[config.mk]
export PLATFORM = sky130hd
export DESIGN_NAME = mock_cu_multi
export DESIGN_NICKNAME = d
export VERILOG_FILES = /design/src/rtl/mock_cu_multi.sv
export SDC_FILE = /design/constraint.sdc
export NUM_CORES = 1
export LEC_CHECK = 0
export ABC_AREA = 1
export BUFFER_PORTS_ARGS = -buffer_cell sky130_fd_sc_hd__buf_2
export CAP_MARGIN = 5
export CORE_MARGIN = 1.5
export CORE_UTILIZATION = 50
export DETAILED_ROUTE_END_ITERATION = 10
export HOLD_SLACK_MARGIN = 0.05
export PLACE_DENSITY = 0.75
export SLEW_MARGIN = 15
export SYNTH_ARGS = -nofsm -noshare
export SYNTH_HDL_FRONTEND = slang
export SYNTH_SLANG_ARGS = --single-unit
[constraint.sdc]
create_clock -name clk -period 3.05 [get_ports clk]
set_input_delay 0.305 -clock clk [delete_from_list [all_inputs] [get_ports clk]]
set_output_delay 0.305 -clock clk [all_outputs]
set_load 0.02 [all_outputs]
[src/rtl/mock_cu_multi.sv]
// Mock control unit that emulates NUM_DEVICES consecutive I/O devices on a byte channel:
// selection, command decode, initial/ending status, read/write/sense data transfer.
module mock_cu_multi #(
    parameter logic [7:0] BASE_ADDRESS      = 8'h10,
    parameter int         NUM_DEVICES       = 4,
    parameter bit         ENABLE_SHORT_BUSY = 1'b1
) (
    input  logic                   clk,
    input  logic                   reset,
    input  logic                   operational_out,
    input  logic                   address_out,
    input  logic                   command_out,
    input  logic                   service_out,
    input  logic                   suppress_out,
    input  logic [7:0]             bus_out,
    input  logic                   selection_x,
    output logic [7:0]             bus_in,
    output logic                   operational_in,
    output logic                   address_in,
    output logic                   status_in,
    output logic                   service_in,
    output logic                   request_in,
    output logic                   selection_y,
    input  logic [NUM_DEVICES-1:0] mock_busy,
    input  logic [15:0]            mock_limit,
    output logic [7:0]             command,
    output logic [3:0]             device,
    output logic [15:0]            count
);
    localparam logic [7:0] CMD_TEST  = 8'h00;
    localparam logic [7:0] CMD_WRITE = 8'h01;
    localparam logic [7:0] CMD_READ  = 8'h02;
    localparam logic [7:0] CMD_NOP   = 8'h03;
    localparam logic [7:0] CMD_SENSE = 8'h04;
    localparam logic [7:0] STAT_END  = 8'h30;
    localparam logic [7:0] STAT_BUSY = 8'h08;
    localparam logic [7:0] STAT_REJ  = 8'h70;
    localparam logic [7:0] STAT_SB   = 8'h0A;
    localparam logic [8:0] NUM_DEV9  = 9'(NUM_DEVICES);

    typedef enum logic [3:0] {
        S_IDLE, S_SHORT_BUSY, S_SB_DROP, S_SEL, S_ADDR_IN, S_CMD_DROP, S_DECODE,
        S_INIT_STATUS, S_INIT_DROP, S_RD_XFER, S_WR_XFER, S_XFER_DROP, S_STOP_WAIT,
        S_SENSE_XFER, S_SENSE_DROP, S_END_STATUS
    } state_t;

    state_t      state_reg, state_next;
    logic [3:0]  device_reg, device_next;
    logic [7:0]  command_reg, command_next;
    logic [15:0] count_reg, count_next;
    logic [7:0]  status_reg, status_next;
    logic [7:0]  sense_reg [16];
    logic [7:0]  checksum_reg [16];
    logic        sense_set, sense_clear, chk_update;
    logic [7:0]  bus_in_next;
    logic        operational_in_next, address_in_next, status_in_next;
    logic        service_in_next, selection_y_next;

    logic [15:0] busy_ext;
    logic [8:0]  addr_offset;
    logic        in_range;

    // Pad the per-device busy vector to 16 so any 4-bit device index is a legal select.
    for (genvar gi = 0; gi < 16; gi++) begin : g_busy
        if (gi < NUM_DEVICES) begin : g_dev
            assign busy_ext[gi] = mock_busy[gi];
        end else begin : g_pad
            assign busy_ext[gi] = 1'b0;
        end
    end

    assign addr_offset = {1'b0, bus_out} - {1'b0, BASE_ADDRESS};
    assign in_range    = (bus_out >= BASE_ADDRESS) && (addr_offset < NUM_DEV9);
    assign request_in  = 1'b0;
    assign command     = command_reg;
    assign device      = device_reg;
    assign count       = count_reg;

    always_comb begin
        state_next   = state_reg;
        device_next  = device_reg;
        command_next = command_reg;
        count_next   = count_reg;
        status_next  = status_reg;
        sense_set    = 1'b0;
        sense_clear  = 1'b0;
        chk_update   = 1'b0;
        if (!operational_out) begin
            state_next = S_IDLE;
        end else begin
            case (state_reg)
                S_IDLE: if (address_out && selection_x && in_range) begin
                    device_next = addr_offset[3:0];
                    state_next  = (busy_ext[addr_offset[3:0]] && ENABLE_SHORT_BUSY) ? S_SHORT_BUSY : S_SEL;
                end
                S_SHORT_BUSY: if (service_out) state_next = S_SB_DROP;
                S_SB_DROP:    if (!address_out && !service_out) state_next = S_IDLE;
                S_SEL:        if (!address_out) state_next = S_ADDR_IN;
                S_ADDR_IN: if (command_out) begin
                    command_next = bus_out;
                    state_next   = S_CMD_DROP;
                end
                S_CMD_DROP: if (!command_out) state_next = S_DECODE;
                S_DECODE: begin
                    state_next = S_INIT_STATUS;
                    if (busy_ext[device_reg]) status_next = STAT_BUSY;
                    else begin
                        case (command_reg)
                            CMD_TEST, CMD_NOP:             status_next = STAT_END;
                            CMD_WRITE, CMD_READ, CMD_SENSE: status_next = 8'h00;
                            default: begin
                                status_next = STAT_REJ;
                                sense_set   = 1'b1;
                            end
                        endcase
                    end
                end
                // A command tag in place of service means the channel stacked the status.
                S_INIT_STATUS: begin
                    if (service_out)      state_next = S_INIT_DROP;
                    else if (command_out) state_next = S_IDLE;
                end
                S_INIT_DROP: if (!service_out) begin
                    if (status_reg[3] || status_reg[5]) state_next = S_IDLE;
                    else begin
                        count_next  = '0;
                        status_next = STAT_END;
                        case (command_reg)
                            CMD_WRITE: state_next = (mock_limit == 16'd0) ? S_END_STATUS : S_WR_XFER;
                            CMD_READ:  state_next = (mock_limit == 16'd0) ? S_END_STATUS : S_RD_XFER;
                            CMD_SENSE: state_next = S_SENSE_XFER;
                            default:   state_next = S_IDLE;
                        endcase
                    end
                end
                S_RD_XFER, S_WR_XFER: begin
                    if (command_out) state_next = S_STOP_WAIT;
                    else if (service_out && service_in) begin
                        count_next = count_reg + 16'd1;
                        chk_update = (state_reg == S_WR_XFER);
                        state_next = S_XFER_DROP;
                    end
                end
                S_XFER_DROP: if (!service_out) begin
                    if (count_reg == mock_limit)     state_next = S_END_STATUS;
                    else if (command_reg == CMD_WRITE) state_next = S_WR_XFER;
                    else                             state_next = S_RD_XFER;
                end
                S_STOP_WAIT: if (!command_out) begin
                    status_next = STAT_END;
                    state_next  = S_END_STATUS;
                end
                S_SENSE_XFER: if (service_out && service_in) begin
                    sense_clear = 1'b1;
                    state_next  = S_SENSE_DROP;
                end
                S_SENSE_DROP: if (!service_out) state_next = S_END_STATUS;
                S_END_STATUS: if (service_out) state_next = S_IDLE;
                default: state_next = S_IDLE;
            endcase
        end

        // Tags and bus are decoded from the next state so they line up with the state register.
        operational_in_next = !(state_next inside {S_IDLE, S_SB_DROP});
        status_in_next      = state_next inside {S_SHORT_BUSY, S_INIT_STATUS, S_END_STATUS};
        address_in_next     = (state_next == S_ADDR_IN);
        service_in_next     = (state_next inside {S_RD_XFER, S_WR_XFER, S_SENSE_XFER}) && !suppress_out;
        selection_y_next    = (state_next == S_IDLE) ? selection_x : 1'b0;
        case (state_next)
            S_SHORT_BUSY:                 bus_in_next = STAT_SB;
            S_ADDR_IN:                    bus_in_next = BASE_ADDRESS + {4'b0, device_next};
            S_INIT_STATUS, S_END_STATUS:  bus_in_next = status_next;
            S_RD_XFER:                    bus_in_next = (count_next[7:0] + 8'd1) ^ {4'b0, device_next};
            S_SENSE_XFER:                 bus_in_next = sense_reg[device_next];
            default:                      bus_in_next = 8'h00;
        endcase
    end

    always_ff @(posedge clk) begin
        if (reset) begin
            state_reg      <= S_IDLE;
            device_reg     <= '0;
            command_reg    <= '0;
            count_reg      <= '0;
            status_reg     <= STAT_END;
            bus_in         <= '0;
            operational_in <= 1'b0;
            address_in     <= 1'b0;
            status_in      <= 1'b0;
            service_in     <= 1'b0;
            selection_y    <= 1'b0;
            for (int i = 0; i < 16; i++) begin
                sense_reg[i]    <= '0;
                checksum_reg[i] <= '0;
            end
        end else begin
            state_reg      <= state_next;
            device_reg     <= device_next;
            command_reg    <= command_next;
            count_reg      <= count_next;
            status_reg     <= status_next;
            bus_in         <= bus_in_next;
            operational_in <= operational_in_next;
            address_in     <= address_in_next;
            status_in      <= status_in_next;
            service_in     <= service_in_next;
            selection_y    <= selection_y_next;
            if (sense_set)   sense_reg[device_reg] <= sense_reg[device_reg] | 8'h01;
            if (sense_clear) sense_reg[device_reg] <= 8'h00;
            if (chk_update)  checksum_reg[device_reg] <= checksum_reg[device_reg] ^ bus_out;
        end
    end
endmodule

==> results.toml <==
[outcome]
status = "finished clean"

[place]
io_buffers = 76
dp_hpwl_um = 10500
placed_area_um2 = 5360
dp_cells = 969
gp_congestion = 0.905

[grt]
grt_pass1_vias = 4793
grt_usage_pct = 27.1
grt_pass1_wl_um = 21900
grt-ovfl-total = 0
antenna_found_initial = 0
grt_max_degree = 29

[cts]
htreeDepth = 3
cts_resized = 0
cts_sinks = 69
cts.clk_slew.worst_paths_ps = 80
post_cts_buffers = 0
cts_made_buffers = 9
clock_insertion_delay_worst_skew_ps = 360
cts_hold_buffers = 0
cts_tree = "built"
root_buffer = "clkbuf_8"
clock_path_buffers = 2

[synthesis]
async_flop_share_pct = 0
synth_warnings = 0
syn_nets = 814
synthFlopType = "dfxtp_1"
synth-edff-count = 16
ys_seq_area_share_pct = 31.7
netlist_top_cells_area = "dfxtp_1 (22%), nand2_1 (16%), edfxtp_1 (9.9%), nor2_1 (8.8%), inv_1 (8.6%)"
syn_area_um2 = 4860
syn_avg_cell_area_um2 = 6.27
syn-instance-count = 775
netlist.area_leader.share_pct = 21.8
yosysMostFrequentCell = "nand2_1"
synth_cell_types = 50
yosysTopAreaCell = "dfxtp_1"
ys_ff_latch = 69
synth_common_cells = "nand2_1 (206), nor2_1 (114), inv_1 (111)"

[timing]
fin_crit_sh_pct = 80.5
skew_ps = 11.5
hold_viol = 0
rsz0062_at_grt = "no"
fin_tns_setup_ps = 0
setup_viol = 0
maxSlewViolCount = 0
timing.fmax_mhz = 407
worstMarginPinSlew_ps = 545
relSlewSlack_pct = 63.3
min_period_ps = 2460

[cells_and_area]
design_area_um2 = 5580
diodes = 0
layout-drive-gt1-share_pct = 18.6
final_util_pct = 59.8
syn2layout_area_growth_pct = 14.8
instances_no_fill = 985
fin_nets = 890

[setup_path]
worst_setup_path_end_kind = "flop"
critPathRequiredTime_ps = 3290
r2r_cells = 18
arrival_ps = 2700
criticalPathCategory = "flop to flop"
critPathLaunchType = "flop"
timing.rr.start = "command[7]"
worstPathMaxFanout = 7
timing.rr.end = "bus_in[1]"
rrSetupSlack_ps = 590

[hold_path]
hold_class = "primary input to flop"
holdPathStages = 3
worstHoldEndpoint = "service_in"
min-delay-start = "suppress_out"

[route]
drt_drc_violations_left = 0
vias = 5199
detail-route-antenna-nets = 0
routedWlPerCell_um = 13.5
drtIter0Drc = 370
drt-pass1-iter-count = 6
wl_um = 13300
via_per_inst = 5.28
wirelength_met1_um = 5830
wl_met2_um = 6240
maxUsedRoutingLayer = "met4"
wl_met3_um = 833

[die]
dieArea_um2 = 10300
die_y_um = 102
fp.dieW_um = 102
core_um2 = 9330
ios = 78
rows = 35
initial_core_util_pct = 52.1

[pwr]
ir_worst_vdd_v = 0.000193
cellLeakagePower_uw = 0.00278
p_total_uw = 1910
power_density_nw_per_um2 = 342

[run]
cap_violations = 0
-- routing by layer --
layer / global-route usage [%] / vias to the layer above
li1: - / 2631
met1: 34.2 / 2324
met2: 45.4 / 209
met3: 3.38 / 35
met4: 13.5 / 0
met5: 0 / -
-- worst max path at each step --
stage / slack, ps / start / end / cells after the start
finish: 590 / command[7] / bus_in[1] / 18
global route: 320 / command[5] / bus_in[6] / 17
CTS: 620 / command[5] / bus_in[1] / 18
detailed placement: 560 / bus_out[4] / bus_in[0] / 20
global placement: 660 / state_reg[1] / bus_in[2] / 14
floorplan: 990 / bus_out[4] / bus_in[0] / 19
-- critical path, cell delays in order, from the launching register on --
cell and delay, ps:
dfxtp_1 320, nor2_1 180, nand2_1 150, nor2_1 280
inv_1 150, nand3_1 150, nand2_1 70, nand2_1 80
nand3_1 80, nand2_1 60, nand2_1 40, nand2_1 130
nand2_2 130, inv_2 150, nor2_1 70, nand2_1 110
nand2_1 70, nor2_1 100, nor2_1 40
-- kinds of logic (layout without fill, tap and decap cells) --
kind of cell	Yosys count	in the layout	share of synthesized area [%]
AND/OR/NAND/NOR	465	465	43.8
buffers and inverters	138	219	10.9
AO/OA/AOI/OAI	94	94	11.8
flip-flops	69	69	31.7
XOR/XNOR	5	5	0.901
adder cells (fa/ha/maj)	3	3	0.772
other	1	1	0.0772
-- final cells by class --
class / instances / area [um2]
clock buffer: 10 / 149
clock inverter: 6 / 67.6
fill: 933 / 3750
inverter: 124 / 469
multi-input combinational: 568 / 2790
sequential: 69 / 1540
tap: 129 / 161
timing repair buffer: 79 / 403
-- cells in the final DEF, fill, tap and decap left out, types with 13 or more instances in the layout --
cell type  count
nand2_1      206
nor2_1       114
inv_1        111
buf_2         76
nand3_1       62
dfxtp_1       53
a21oi_1       29
o21ai_0       26
nand4_1       23
edfxtp_1      16
nor3_1        13
-- through the flow --
step	worst slack, ps	hold WS [ps]
6_report	594	201
3_5_place_dp	557	449
4_1_cts	618	189
2_1_floorplan	991	425
5_1_grt	323	202
3_3_place_gp	662	447
-- power by group --
part / total [uW] / switching, uW / internal, uW
Combinational: 143 / 92.8 / 49.8
Clock: 817 / 387 / 430
Sequential: 950 / 5.50 / 944
(Power assumes the default switching activity.)
